### config.mk
export PLATFORM = sky130hd
export DESIGN_NAME = store_buffer_flat
export DESIGN_NICKNAME = d
export VERILOG_FILES = /design/src/rtl/store_buffer_if.sv /design/src/rtl/store_buffer.sv /design/src/flat_wrapper.sv
export SDC_FILE = /design/constraint.sdc
export NUM_CORES = 1
export LEC_CHECK = 0
export BUFFER_PORTS_ARGS = -buffer_cell sky130_fd_sc_hd__buf_2
export CAP_MARGIN = 20
export CORE_ASPECT_RATIO = 1.4
export CORE_MARGIN = 5
export CORE_UTILIZATION = 40
export CTS_BUF_LIST = sky130_fd_sc_hd__clkbuf_16
export CTS_CLUSTER_DIAMETER = 150
export DETAILED_ROUTE_END_ITERATION = 10
export GPL_TIMING_DRIVEN = 0
export PLACE_DENSITY = 0.67
export SLEW_MARGIN = 10
export SYNTH_ARGS = -nofsm -noshare
export SYNTH_HDL_FRONTEND = slang
export SYNTH_SLANG_ARGS = --single-unit
### constraint.sdc
create_clock -name clk -period 12.88 [get_ports clk]
set_input_delay 0.644 -clock clk [delete_from_list [all_inputs] [get_ports clk]]
set_output_delay 0.644 -clock clk [all_outputs]
set_load 0.005 [all_outputs]
### src/rtl/store_buffer_if.sv
// store_buffer_if
//   Bundles the memory-stage / D-cache side of the store buffer.
//   master : pipeline + cache side (drives requests, reads results)
//   slave  : the store buffer itself
//   Signals:
//     flush, is_load, is_store, address, writedata : memory-stage requests
//     cache_ready_to_catch, cache_hit              : D-cache status
//     exists_address                               : reserved hint, ignored by the buffer
//     data_read, hit_storeBuffer                   : load forwarding result
//     data_to_cache, sending_data_to_cache         : drain port
//     storeBuffer_full                             : stall request to the pipeline
//   Handshake: the drain port is valid/ready. sending_data_to_cache is the
//   transfer strobe (entry present AND cache_ready_to_catch); data_to_cache
//   must be captured by the cache on any rising edge where it is 1, and the
//   entry is retired on that same edge.
interface store_buffer_if #(
    parameter int ADDR_W = 32,
    parameter int DATA_W = 32
);
    logic                       flush;
    logic                       is_load;
    logic                       is_store;
    logic [ADDR_W-1:0]          address;
    logic [DATA_W-1:0]          writedata;
    logic                       cache_ready_to_catch;
    logic                       cache_hit;
    logic                       exists_address;
    logic [DATA_W-1:0]          data_read;
    logic                       hit_storeBuffer;
    logic [ADDR_W+DATA_W-1:0]   data_to_cache;
    logic                       sending_data_to_cache;
    logic                       storeBuffer_full;

    modport master (
        output flush, is_load, is_store, address, writedata,
               cache_ready_to_catch, cache_hit, exists_address,
        input  data_read, hit_storeBuffer, data_to_cache,
               sending_data_to_cache, storeBuffer_full
    );

    modport slave (
        input  flush, is_load, is_store, address, writedata,
               cache_ready_to_catch, cache_hit, exists_address,
        output data_read, hit_storeBuffer, data_to_cache,
               sending_data_to_cache, storeBuffer_full
    );
endinterface

### src/rtl/store_buffer.sv
// store_buffer
//   Coalescing FIFO store buffer between the memory stage and the D-cache.
//   Cache-hitting stores are parked as {address,data}; loads are forwarded
//   from a matching entry with zero latency; entries drain oldest-first
//   whenever the cache can take one.
//   Ports:
//     clk   : clock, all state changes on the rising edge
//     reset : synchronous, active-high, dominates everything
//     bus   : store_buffer_if.slave (request, forwarding and drain signals)
module store_buffer #(
    parameter int DEPTH  = 4,
    parameter int ADDR_W = 32,
    parameter int DATA_W = 32
) (
    input logic           clk,
    input logic           reset,
    store_buffer_if.slave bus
);
    localparam int PTR_W = (DEPTH > 1) ? $clog2(DEPTH) : 1;
    localparam int CNT_W = PTR_W + 1;
    localparam logic [CNT_W-1:0] FULL_CNT = CNT_W'(DEPTH);

    logic [ADDR_W-1:0] addr_q [DEPTH];
    logic [DATA_W-1:0] data_q [DEPTH];
    logic [DEPTH-1:0]  valid_q;
    logic [PTR_W-1:0]  head_q;
    logic [PTR_W-1:0]  tail_q;
    logic [CNT_W-1:0]  count_q;

    logic [DEPTH-1:0]  match_vec;
    logic              match_any;
    logic [PTR_W-1:0]  match_idx;
    logic              not_empty;
    logic              sending;
    logic              store_acc;
    logic              coalesce;
    logic              push;

    // The hint is deliberately ignored; the buffer does its own address match.
    logic unused_exists;
    assign unused_exists = bus.exists_address;

    always_comb begin
        match_vec = '0;
        match_idx = '0;
        for (int i = 0; i < DEPTH; i++) begin
            match_vec[i] = valid_q[i] && (addr_q[i] == bus.address);
            if (match_vec[i]) match_idx = PTR_W'(i);
        end
    end

    assign match_any = |match_vec;
    assign not_empty = (count_q != '0);
    assign sending   = bus.cache_ready_to_catch && not_empty;
    assign store_acc = bus.is_store && bus.cache_hit && !bus.is_load;
    // A hit on the entry leaving this cycle must not be merged into it: the old
    // data still goes to the cache and the new store gets its own slot.
    assign coalesce  = store_acc && match_any && !(sending && (match_idx == head_q));
    // Capacity is judged on the count at cycle start, so a full buffer refuses
    // a new entry even while it drains.
    assign push      = store_acc && !coalesce && (count_q != FULL_CNT);

    assign bus.hit_storeBuffer       = bus.is_load && match_any;
    assign bus.data_read             = (bus.is_load && match_any) ? data_q[match_idx] : '0;
    assign bus.sending_data_to_cache = sending;
    assign bus.data_to_cache         = not_empty ? {addr_q[head_q], data_q[head_q]} : '0;
    assign bus.storeBuffer_full      = (count_q == FULL_CNT);

    always_ff @(posedge clk) begin
        if (reset || bus.flush) begin
            valid_q <= '0;
            head_q  <= '0;
            tail_q  <= '0;
            count_q <= '0;
        end else begin
            if (sending) begin
                valid_q[head_q] <= 1'b0;
                head_q          <= head_q + 1'b1;
            end
            if (coalesce) begin
                data_q[match_idx] <= bus.writedata;
            end
            // push implies not full, so tail never equals a draining head here.
            if (push) begin
                addr_q[tail_q]  <= bus.address;
                data_q[tail_q]  <= bus.writedata;
                valid_q[tail_q] <= 1'b1;
                tail_q          <= tail_q + 1'b1;
            end
            case ({push, sending})
                2'b10:   count_q <= count_q + 1'b1;
                2'b01:   count_q <= count_q - 1'b1;
                default: count_q <= count_q;
            endcase
        end
    end
endmodule

### src/flat_wrapper.sv
// flat-port wrapper written by rule: the top's interface ports become plain ports
module store_buffer_flat 
#(
    parameter int DEPTH  = 4,
    parameter int ADDR_W = 32,
    parameter int DATA_W = 32
)
  (clk, reset, bus_flush, bus_is_load, bus_is_store, bus_address, bus_writedata, bus_cache_ready_to_catch, bus_cache_hit, bus_exists_address, bus_data_read, bus_hit_storeBuffer, bus_data_to_cache, bus_sending_data_to_cache, bus_storeBuffer_full);
  store_buffer_if #(.ADDR_W(ADDR_W), .DATA_W(DATA_W)) bus_i ();
  input logic clk;
  input logic reset;
  input wire logic [$bits(bus_i.flush)-1:0] bus_flush;
  input wire logic [$bits(bus_i.is_load)-1:0] bus_is_load;
  input wire logic [$bits(bus_i.is_store)-1:0] bus_is_store;
  input wire logic [$bits(bus_i.address)-1:0] bus_address;
  input wire logic [$bits(bus_i.writedata)-1:0] bus_writedata;
  input wire logic [$bits(bus_i.cache_ready_to_catch)-1:0] bus_cache_ready_to_catch;
  input wire logic [$bits(bus_i.cache_hit)-1:0] bus_cache_hit;
  input wire logic [$bits(bus_i.exists_address)-1:0] bus_exists_address;
  output wire logic [$bits(bus_i.data_read)-1:0] bus_data_read;
  output wire logic [$bits(bus_i.hit_storeBuffer)-1:0] bus_hit_storeBuffer;
  output wire logic [$bits(bus_i.data_to_cache)-1:0] bus_data_to_cache;
  output wire logic [$bits(bus_i.sending_data_to_cache)-1:0] bus_sending_data_to_cache;
  output wire logic [$bits(bus_i.storeBuffer_full)-1:0] bus_storeBuffer_full;
  assign bus_i.flush = bus_flush;
  assign bus_i.is_load = bus_is_load;
  assign bus_i.is_store = bus_is_store;
  assign bus_i.address = bus_address;
  assign bus_i.writedata = bus_writedata;
  assign bus_i.cache_ready_to_catch = bus_cache_ready_to_catch;
  assign bus_i.cache_hit = bus_cache_hit;
  assign bus_i.exists_address = bus_exists_address;
  assign bus_data_read = bus_i.data_read;
  assign bus_hit_storeBuffer = bus_i.hit_storeBuffer;
  assign bus_data_to_cache = bus_i.data_to_cache;
  assign bus_sending_data_to_cache = bus_i.sending_data_to_cache;
  assign bus_storeBuffer_full = bus_i.storeBuffer_full;
  store_buffer #(.DEPTH(DEPTH), .ADDR_W(ADDR_W), .DATA_W(DATA_W)) u_core (.clk(clk), .reset(reset), .bus(bus_i));
endmodule
* Yosys cells after proc, flatten, opt, wreduce, memory -nomap -nowiden
Memory sizes are Yosys's and may differ from the RTL's. A register that Yosys moved wholly into a read port is not among the register bits. Index checks and enable logic that the tools add are counted.
Storage, ports and cells: register bits after elaboration 11, bits in latches 0, memory bits (writable) 256, bits in read-only memories 0, bits of input ports 72, output and inout port bits 99, logic and storage cells 75, memories 2
Memory list:
- u_core.addr_q | words 4, width 32, read ports 5, clocked after memory_dff 1, wr ports 1, RTL line store_buffer.sv:23 | logic [ADDR_W-1:0] addr_q [DEPTH];
- u_core.data_q | words 4, width 32, read ports 2, clocked after memory_dff 1, wr ports 1, RTL line store_buffer.sv:24 | logic [DATA_W-1:0] data_q [DEPTH];
Operators by class: add/sub/neg operators 4, $mul 0, div/mod/pow operators 0, $lt $le $gt $ge 4, equal/unequal tests 9, shifts and indexed selects 0, multiplexer cells 26, bitwise gates (word level) 3, reduce and logical (&&, ||, !) cells 23
Operator list (number):
- $eq 32x32->1 | 4
- $mux 32 | 2
- $mux 64 | 1
- $reduce_or 32->1 | 1
- $logic_and 1x1->1 | 15
- $mux 2 | 7
- $mux 4 | 3
- $mux 1 | 10
- $lt 2x3->1 const B | 2
- $pmux 3 s2 | 1
- $add 2x1->2 const B | 2
- $and 4x4->4 | 1
- $demux 1 s2 | 2
- $ge 2x1->1 const B | 2
- $not 4->4 | 1
- $or 4x4->4 | 1
- $reduce_or 4->1 | 1
- $add 3x1->3 const B | 1
- $eq 3x3->1 const B | 1
- $logic_not 1->1 | 3
- $ne 3x3->1 const B | 1
- $reduce_bool 3->1 | 1
- $sub 3x1->3 const B | 1
- $eq 2x1->1 const B | 1
- 4 further kinds | 4

* Logic depth before layout (Yosys ltp)
Gate-level depths: netlist of the first run. An unclocked memory read counts as a cell.
depth in word-level cells 18, gate-level depth with buffers 15, gate-level depth less buffers 14

* Least setup slack after synthesis of the first run
Ideal clock, no wire load.
path kind input port to flip-flop, from in bus_address[12], to mem u_core.data_q[0][0], enable pin, setup time 0.432 ns, arrival time 4.292 ns, required time 12.448 ns, setup slack 8.156 ns, cell stages on the path 8, buffers on the path 0, path through xor2_1 > or4_1 > or4_4 > nor3_4 > a2111o_2 > o211ai_4 > a211o_1 > a21oi_1
Between the ends: word-level cells in the longest chain between the ends 17, elaborated cells between the ends (all ways) 29, classes of those cells eq/ne: 5; mux: 11; reduce/logical: 13
Ends and longest elaborated chain:
- start: declaration | RTL line flat_wrapper.sv:15 | input wire logic [$bits(bus_i.address)-1:0] bus_address;
- $eq 32x32->1 | RTL line store_buffer.sv:47 | match_vec[i] = valid_q[i] && (addr_q[i] == bus.address);
- $logic_and 1x1->1 | RTL line store_buffer.sv:47
- $mux 1 | RTL line store_buffer.sv:48 | if (match_vec[i]) match_idx = PTR_W'(i);
- $mux 2 (2 in a row) | RTL line store_buffer.sv:48
- $eq 2x2->1 | RTL line store_buffer.sv:58 | assign coalesce = store_acc && match_any && !(sending && (match_idx == head_q));
- $logic_and 1x1->1 | RTL line store_buffer.sv:58
- $logic_not 1->1 | RTL line store_buffer.sv:58
- $logic_and 1x1->1 | RTL line store_buffer.sv:58
- $logic_not 1->1 | RTL line store_buffer.sv:61 | assign push = store_acc && !coalesce && (count_q != FULL_CNT);
- $logic_and 1x1->1 (2 in a row) | RTL line store_buffer.sv:61
- $mux 1 | RTL line store_buffer.sv:84 | if (push) begin
- $mux 1 | RTL line store_buffer.sv:70 | if (reset || bus.flush) begin
- $mux 1 (not written as such) | RTL line store_buffer.sv:86 | data_q[tail_q] <= bus.writedata;
- $reduce_or 32->1 (no line)
- $mux 2 (no line) or $mux 1 (tied branches)
- end: declaration | RTL line store_buffer.sv:24
Several ways; a longest one is shown, not always the timed one.

==> results of run 1 <==
[per-layer routing]
| layer | track usage (%) | vias up | wire [um] |
|---|---|---|---|
| li1 | - | 3990 | - |
| met1 | 25.2 | 4441 | 14500 |
| met2 | 37.5 | 358 | 20500 |
| met3 | 3.19 | 64 | 2530 |
| met4 | 6.39 | 2 | 1240 |
| met5 | 0 | - | 7 |
[through the flow]
| step | hold slack [ns] | utilization, % | instances | cell area [um^2] |
|---|---|---|---|---|
| after floorplan | 0.453 | - | 920 | 13200 |
| after global placement | 0.494 | 44.9 | 1529 | 14600 |
| after detailed placement | 0.509 | 45.8 | 1540 | 14900 |
| after CTS | 0.300 | 48.3 | 1587 | 15700 |
| after global routing | 0.310 | 48.4 | 1590 | 15700 |
| final | 0.319 | 48.4 | 1590 | 15700 |
[logic make-up (layout without fill, tap and decap cells)]
logic type | Yosys count | count (layout)
DFF | 269 | 269
other | 0 | 1
xor gates and xnor gates | 131 | 131
AOI/OAI and AO/OA | 61 | 61
muxes | 65 | 65
and+or+nand+nor | 326 | 326
adders and majority gates | 10 | 10
buffers and inverters | 58 | 287
[where the power goes]
| group | internal (mW) | switching (mW) | leakage (nW) |
|---|---|---|---|
| combinational | 0.0341 | 0.0572 | 2.53 |
| clock | 0.417 | 0.322 | 0.423 |
| sequential | 0.960 | 0.00204 | 2.41 |
[final timing paths]
path	from	end	slack, ns	cells past startpoint
min reg2reg	u_core.valid_q[0]	u_core.valid_q[0]	0.52	2
max	u_core.addr_q[1][21]	bus_data_read[28]	8.32	10
max reg2reg	u_core.addr_q[2][25]	u_core.data_q[1][7]	8.58	9
min	bus_writedata[20]	u_core.data_q[3][20]	0.32	1
[layout make-up]
| type | count | area [um^2] | area share (%) |
|---|---|---|---|
| Clock inverter | 20 | 141 | 0.899 |
| Inverter | 10 | 37.5 | 0.239 |
| Buffer | 48 | 186 | 1.19 |
| Antenna cell | 1 | 2.50 | 0.0159 |
| Timing Repair Buffer | 182 | 1120 | 7.10 |
| Multi-Input combinational cell | 593 | 5070 | 32.2 |
| Sequential cell | 269 | 7950 | 50.5 |
| Clock buffer | 27 | 676 | 4.30 |
| Tap cell | 440 | 551 | 3.50 |
[synth_stat cells (2+ instances only)]
cell type / number
o21a_1: 2
nand2_1: 48
and2_1: 4
nand4_1: 17
o31ai_1: 2
xnor2_1: 38
mux4_2: 64
nor2b_1: 64
nand3_1: 9
clkbuf_1: 38
inv_1: 9
or2_2: 3
ha_1: 9
xor2_1: 93
o21ai_0: 2
nand4b_1: 3
edfxtp_1: 256
a32oi_1: 4
o211ai_1: 2
a21oi_1: 10
buf_1: 5
or4_1: 10
o221ai_1: 32
buf_2: 5
nor4_1: 29
nor4b_1: 2
dfxtp_1: 13
nor2_1: 51
and3_1: 36
nor3_1: 39
[registers in the layout (all words and copies together), names as in the netlist, named ones only]
signal and count:
u_core.addr_q 128, u_core.data_q 128, u_core.valid_q 4, u_core.count_q 3
u_core.head_q 2, u_core.tail_q 2
==> results.json, run 1 <==
{
  "finalCriticalPeriod_ns": 4.56,
  "synth-simple-area-share_pct": 13.6,
  "synth_cell_types": 51,
  "start_util_pct": 40.6,
  "cts_tree": "done",
  "nets": 1213,
  "cap_violations": 0,
  "yosys.area.top_type": "edfxtp_1",
  "synthCells": 920,
  "slew_viol_final": 0,
  "ys_seq_area_share_pct": 60.2,
  "clock_latency_ns": 0.54,
  "drc": 0,
  "cts_hold_buf": 0,
  "final_cell_mix": "256 x edfxtp_1, 174 x buf_2, 93 x xor2_1",
  "cts_root_buffer": "clkbuf_16",
  "place_ws_ns": 8.00,
  "nFillCells": 2834,
  "synthToLayoutAreaGrowth_pct": 19.2,
  "cts_resized": 0,
  "synthFlopType": "edfxtp_1",
  "hold_viol_final": 0,
  "async_flop_share_pct": 0,
  "postRouteAntennaNets": 0,
  "crit_chain": "xor2_1 > nor4_1 > nand4_1 > nor4_2 > clkbuf_4 > clkbuf_1 > o221ai_1 > and3_1 > nor3_1 > buf_2",
  "outcome": "finished clean",
  "syn_nets": 1002,
  "hp-class": "input pin to flop",
  "clock-sinks": 269,
  "cts.path.max_buffers": 3,
  "start_kind": "flop",
  "crit_path_max_fanout": 10,
  "ios": 171,
  "tightest_slew_ns": 1.01,
  "endpoint_kind": "output pin",
  "fmax_mhz": 219,
  "muxShareOfSynthArea_pct": 11.0,
  "synth_area_leaders": "edfxtp_1 58%, mux4_2 11%, xor2_1 6.2%",
  "dieWidth_um": 163,
  "power_mw": 1.79,
  "cts_setup_buffers": 0,
  "cp.arrival_ns": 3.92,
  "coreArea_um2": 32500,
  "die_y_um": 225,
  "path_delay_family": "simple AND/OR/NAND/NOR gates",
  "synth_area_um2": 13200,
  "crit_required_ns": 12.24,
  "grt_use_total_pct": 20.7,
  "cts-htree-levels": 1,
  "grt_pass1_wl_mm": 57.4,
  "post-dp-hpwl_mm": 28.8,
  "vias": 8855,
  "dieArea_um2": 36800,
  "synth.top_cell.area_share_pct": 58.3,
  "routabilityCongestion": 0.955,
  "drive_gt1_share_pct": 26.5,
  "setup_violations": 0,
  "leakagePower_nw": 5.36,
  "routed_wl_mm": 38.8,
  "synth_xor_area_share_pct": 8.70,
  "rsz0062_at_grt": "no",
  "ys.warnings.count": 0,
  "powerDensity_nw_per_um2": 114,
  "syn_avg_cell_area_um2": 14.3,
  "viasPerCell": 5.57,
  "route.detailed.wl_per_inst_um": 24.4,
  "critPathBufInv": 3,
  "slowest_delay_ns": 0.52,
  "period_share_pct": 35.4,
  "grt_max_degree": 23,
  "synth_enable_flop_cells": 256,
  "fp-row-count": 78,
  "synth_compound_area_share_pct": 3.76,
  "synth_fa_ha_area_share_pct": 1.01,
  "synth-seq-cells": 269,
  "numCtsBuffers": 27,
  "synth_top_family_by_area": "simple AND/OR/NAND/NOR gates",
  "antenna_found_initial": 2,
  "first_pass_iters": 5,
  "peakVddDrop_mv": 0.114,
  "final_common_cell": "edfxtp_1",
  "io_buffers": 169,
  "grt_overflow_total": 0,
  "crit_type": "flop to output pin",
  "relSlewSlack_pct": 32.9,
  "fin_tns_setup_ns": 0,
  "slowest_stage": "clkbuf_1",
  "clkTransAtPathRegs_ns": 0.06,
  "fin_skew_ns": 0.00739,
  "fin_ws_ns": 8.32,
  "drt-initial-drc-count": 675,
  "grt_pass1_vias": 9026
}
(Power assumes the default switching activity.)
==> run 2, diff against run 1 <==
Settings changed: ABC_AREA from default to 1.
Clock period 12.88 ns to 4.7 ns, I/O delays scaled along.
==> run 2 against run 1 <==
Via count rose by 43%. Power grew to 3.0 times the previous value. Clock power increased to 3.2 times the previous value. Final cell count is 43% higher. Critical path type is now input pin to output pin. Critical endpoint is now bus_data_read[27]. Largest power group unchanged.
==> results.json, run 2 <==
{
  "outcome": "finished clean",
  "synth_compound_area_share_pct": 16.1,
  "syn_nets": 1612,
  "synth_cell_types": 36,
  "clkTransAtPathRegs_ns": 0.06,
  "nets": 1873,
  "regToRegSetupSlack_ns": 0.98,
  "cts-htree-levels": 1,
  "slowest_delay_ns": 0.55,
  "routed_wl_mm": 52.3,
  "synth_area_um2": 13900,
  "drt-initial-drc-count": 1316,
  "synth.most_common_cell": "nand2_1",
  "path_common_cell": "buf_2",
  "crit_required_ns": 4.47,
  "final_cell_mix": "304 x nand2_1, 256 x edfxtp_1, 210 x nor2_1",
  "ios": 171,
  "nFillCells": 3210,
  "yosys.area.top_type": "edfxtp_1",
  "power_mw": 5.39,
  "grt.met2_usage_pct": 46.4,
  "post-dp-hpwl_mm": 37.9,
  "cap_violations": 0,
  "p_sw_share_pct": 22.9,
  "fmax_mhz": 263,
  "hold_viol_final": 0,
  "start_kind": "input pin",
  "synthToLayoutAreaGrowth_pct": 22.6,
  "muxShareOfSynthArea_pct": 0,
  "final_common_cell": "nand2_1",
  "drc": 0,
  "slew_viol_final": 0,
  "grt_use_total_pct": 25.9,
  "synth_fa_ha_area_share_pct": 0.955,
  "largestRegisters": "u_core.addr_q x128, u_core.data_q x128, u_core.valid_q x4",
  "met1_usage_pct": 29.6,
  "postRouteAntennaNets": 0,
  "async_flop_share_pct": 0,
  "route.detailed.wl_per_inst_um": 23.1,
  "io_buffers": 169,
  "setup_violations": 0,
  "finalCriticalPeriod_ns": 3.81,
  "crit_chain": "dlygate4sd3_1 > buf_2 > buf_2 > xnor2_1 > nand3_1 > nor2_1 > nand3_1 > nand3b_4 > nand2_2 > clkbuf_1 > o221ai_1 > a21oi_1 > buf_2",
  "synthFlopType": "edfxtp_1",
  "synth_enable_flop_cells": 256,
  "start_util_pct": 40.6,
  "power_frac_seq_pct": 48.9,
  "antenna_found_initial": 2,
  "dpl_cell_area_um2": 15500,
  "slowest_stage": "dlygate4sd3_1",
  "ys.warnings.count": 0,
  "relSlewSlack_pct": 36.6,
  "crit_path_max_fanout": 10,
  "numCtsBuffers": 29,
  "peakVddDrop_mv": 0.358,
  "synth_area_leaders": "edfxtp_1 55%, nand2_1 8.2%, a21oi_1 5.9%",
  "hp-class": "input pin to flop",
  "switchingPower_mw": 1.23,
  "fp-row-count": 80,
  "cts_root_buffer": "clkbuf_16",
  "regArea_um2": 7950,
  "synth-simple-area-share_pct": 17.6,
  "powerDensity_nw_per_um2": 317,
  "grt_max_degree": 33,
  "grtUsageMet3_pct": 4.12,
  "syn_avg_cell_area_um2": 9.08,
  "synth_top_family_by_area": "simple AND/OR/NAND/NOR gates",
  "synth-seq-cells": 269,
  "period_share_pct": 81.0,
  "fin_skew_ns": 0.0167,
  "synth_xor_area_share_pct": 1.76,
  "endpoint_kind": "output pin",
  "grt.busiest_layer": "met2",
  "grt_pass1_vias": 12626,
  "intPower_mw": 4.16,
  "cp.arrival_ns": 3.57,
  "cts_tree": "done",
  "grt_overflow_total": 0,
  "cts_setup_buffers": 0,
  "cts.path.max_buffers": 3,
  "clock_latency_ns": 0.57,
  "clock-sinks": 269,
  "vias": 12633,
  "ys_seq_area_share_pct": 57.2,
  "first_pass_iters": 6,
  "clkPwrFrac_pct": 43.9,
  "routabilityCongestion": 1.04,
  "dieArea_um2": 38600,
  "coreArea_um2": 34200,
  "grt_pass1_wl_mm": 76.2,
  "synthTopCellsByCount": "304 x nand2_1, 256 x edfxtp_1, 214 x nor2_1",
  "viasPerCell": 5.58,
  "crit_type": "input pin to output pin",
  "multi_input_area_um2": 5100,
  "dieWidth_um": 168,
  "tightest_slew_ns": 0.952,
  "design_area_um2": 17000,
  "synthCells": 1530,
  "leakagePower_nw": 6.76,
  "p_comb_share_pct": 7.2,
  "drive_gt1_share_pct": 15.3,
  "synth.top_cell.area_share_pct": 55.3,
  "rsz0062_at_grt": "no",
  "die_y_um": 231
}
==> run 2: critical path, delay by kind of cell <==
family	cells	cell delay, ns
AOI/OAI and AO/OA	2	0.51
xor gates and xnor gates	1	0.34
buffers and inverters	5	1.50
and+or+nand+nor	5	0.96
==> run 2: kinds of logic (layout without fill, tap and decap cells) <==
family | after synthesis | count (layout)
compound gates | 391 | 391
xor+xnor | 28 | 28
simple gates | 599 | 599
fa+ha+maj | 10 | 10
other cells | 0 | 2
flops | 269 | 269
buf+inv | 233 | 516
==> run 2: path summary, 6_finish.rpt <==
kind,endpoint,depth (start not counted),from
worst max register to register,u_core.data_q[1][28],14,u_core.addr_q[0][21]
worst min register to register,u_core.valid_q[0],2,u_core.valid_q[0]
worst max-delay path,bus_data_read[27],13,bus_address[26]
worst min-delay path,u_core.addr_q[1][5],1,bus_address[5]
==> run 2: what timing repair did <==
item                                   in CTS  in global routing
hold buffers                               54                  0
gates resized for setup                     0                  0
endpoints found under the hold margin     216                  0
==> run 2: final cells by class <==
cell class                 count  area share, %
sequential                   269           46.7
multi-input combinational   1028           29.9
timing repair buffer         230           9.18
clock buffer                  29           4.26
inverter                     160           3.53
tap                          451           3.31
buffer                        73           1.65
clock inverter                24           1.46
antenna                        2         0.0294
==> run 2: power groups by stage <==
stage	registers (mW)	clock network (mW)	logic, mW
floorplan	2.69	0	0.156
global placement	2.69	0	0.337
detailed placement	2.69	0	0.344
CTS	2.64	2.37	0.382
global route	2.64	2.48	0.417
finish	2.64	2.37	0.388
==> run 2: layer usage <==
layer,wire (um),vias to the layer above
met5,0,-
met2,26300,686
met3,4270,126
met4,3040,0
met1,18800,5985
li1,-,5836
==> run 2: per-stage QoR <==
step	setup WS [ns]	utilization [%]	setup TNS, ns	hold WS, ns	instances
after global routing	0.734	49.8	0	0.0140	2266
final	0.894	49.8	0	0.00804	2266
after global placement	-0.795	44.7	-96.00	0.441	2150
after CTS	0.896	49.7	0	0.00394	2264
after floorplan	1.19	-	0	0.334	1530
after detailed placement	0.990	45.3	0	0.450	2157
==> run 3, diff against run 2 <==
Settings changed: ABC_AREA 1 to 0, PLACE_DENSITY 0.67 to 0.69.
Clock period 4.7 ns to 3.3 ns, I/O delays scaled along.
==> run 3 against run 2 <==
The run now ends with negative setup slack left. Via count is 25% lower. Cell area is 1.6% higher. Sequential power is 42% higher. Final cell count is 25% lower. Combinational power is 14% higher. Register-to-register slack worse by 1.3 ns. Largest cell class unchanged. Largest power group unchanged.
==> results.json, run 3 (synthesized netlist as in run 1, its figures left out) <==
{
  "outcome": "finished with violations",
  "failed_checks": "negative setup slack",
  "slew_viol_final": 0,
  "period_share_pct": 110,
  "cap_violations": 0,
  "start_util_pct": 40.6,
  "clock-sinks": 269,
  "fin_util_pct": 53.3,
  "tightest_slew_ns": 1.03,
  "grt_pass1_vias": 9741,
  "fmax_mhz": 277,
  "viasPerCell": 5.59,
  "clock_latency_ns": 0.55,
  "grtUsageMet3_pct": 3.34,
  "die_y_um": 225,
  "endpoint_kind": "flop",
  "crit_type": "flop to flop",
  "power_mw": 7.36,
  "numCtsBuffers": 27,
  "met1_usage_pct": 25.2,
  "start_kind": "flop",
  "holdWs_ns": 0.0879,
  "grt_pass1_wl_mm": 59.9,
  "drt-initial-drc-count": 790,
  "fin_ws_ns": -0.316,
  "io_buffers": 169,
  "leakagePower_nw": 6.11,
  "cts_root_buffer": "clkbuf_16",
  "clkTransAtPathRegs_ns": 0.06,
  "hp-class": "input pin to flop",
  "dieArea_um2": 36800,
  "route.detailed.wl_per_inst_um": 24.4,
  "cts-htree-levels": 1,
  "grt_use_total_pct": 21.7,
  "synthToLayoutAreaGrowth_pct": 31.2,
  "grt.met2_usage_pct": 39.9,
  "crit_path_max_fanout": 6,
  "powerDensity_nw_per_um2": 425,
  "fin_tns_setup_ns": -64.19,
  "relSlewSlack_pct": 31.3,
  "cts_tree": "done",
  "final_common_cell": "edfxtp_1",
  "place_ws_ns": -0.984,
  "final_cell_mix": "256 x edfxtp_1, 172 x buf_2, 90 x xor2_1",
  "post-dp-hpwl_mm": 28.1,
  "dieWidth_um": 163,
  "finalCriticalPeriod_ns": 3.62,
  "final_cells": 1690,
  "ios": 171,
  "drive_gt1_share_pct": 32.7,
  "fp-row-count": 78,
  "first_pass_iters": 5,
  "coreArea_um2": 32500,
  "peakVddDrop_mv": 0.419,
  "dpl.cell_count": 1534,
  "postRouteAntennaNets": 0,
  "setup_violations": 290,
  "cp.arrival_ns": 4.10,
  "crit_required_ns": 3.79,
  "antenna_found_initial": 0,
  "routabilityCongestion": 0.962,
  "fin_skew_ns": 0.0170,
  "largestRegisters": "u_core.addr_q x128, u_core.data_q x128, u_core.valid_q x4",
  "routed_wl_mm": 41.2,
  "vias": 9450,
  "rsz0062_at_grt": "yes",
  "grt_overflow_total": 0,
  "design_area_um2": 17300,
  "cts.path.max_buffers": 3,
  "hold_viol_final": 0,
  "grt.busiest_layer": "met2",
  "grt_max_degree": 33,
  "drc": 0,
  "nets": 1311,
  "dpl_cell_area_um2": 14800
}
-- run 3: cell count changes in the layout (fill, tap and decap cells not counted), sizes merged, moves of 30 or more --
cell and change:
nand2 -260, nor2 -165, a21oi -154, inv -149, o21ai -143, xor2 +88
mux4 +64, nor2b +63, and3 +36, o221ai -34, buf +33, nor3 +32
nor4 +30
-- run 3: path summary, 6_finish.rpt --
check / to / slack [ns] / cells past startpoint / startpoint
min: flop / 0.09 / 4 / bus_cache_ready_to_catch
max: u_core.count_q[2] / -0.32 / 15 / u_core.addr_q[2][25]
max reg2reg: u_core.count_q[2] / -0.32 / 15 / u_core.addr_q[2][25]
min reg2reg: u_core.count_q[2] / 0.53 / 2 / u_core.count_q[2]
-- run 3: cell type report --
type                    instances  area, um^2
multi-input cells             593        5390
diodes                          1        2.50
flip-flops and latches        269        7950
clock buffers                  27         676
repair buffers                283        2200
well taps                     440         551
fillers                      2665       15200
inverters                      10        37.5
plain buffers                  45         275
clock inverters                22         229
-- run 3: worst max-delay path: stages, from the launching register on --
cell and delay (ns):
edfxtp_1 0.42, xnor2_2 0.31, or4b_4 0.52, nor4_4 0.33, buf_4 0.18, nand3_4 0.08
o211ai_1 0.20, o211ai_4 0.16, buf_6 0.17, nand2_4 0.07, ha_4 0.14, inv_2 0.04
fa_2 0.34, xor2_1 0.15, or3_1 0.33, a21oi_2 0.13
-- run 3: power breakdown --
group / switching [mW] / total, mW / internal, mW / leakage, nW
Combinational: 0.249 / 0.444 / 0.195 / 3.25
Clock: 1.29 / 3.16 / 1.87 / 0.454
Sequential: 0.00898 / 3.76 / 3.75 / 2.41
Total: 1.55 / 7.36 / 5.81 / 6.11
-- run 3: what timing repair did --
item | in CTS | in global routing
hold buffers | 66 | 1
endpoints found under the setup margin | 344 | 331
hold endpoints to repair | 258 | 4
setup buffers | 30 | 9
cloned | 6 | 3
pin swaps | 16 | 18
resized for setup | 72 | 48
-- run 3: routing by layer --
metal / wire length [um] / vias to the layer above
met2: 22000 / 503
li1: - / 4187
met1: 14500 / 4683
met5: 0 / -
met4: 1640 / 0
met3: 3110 / 77
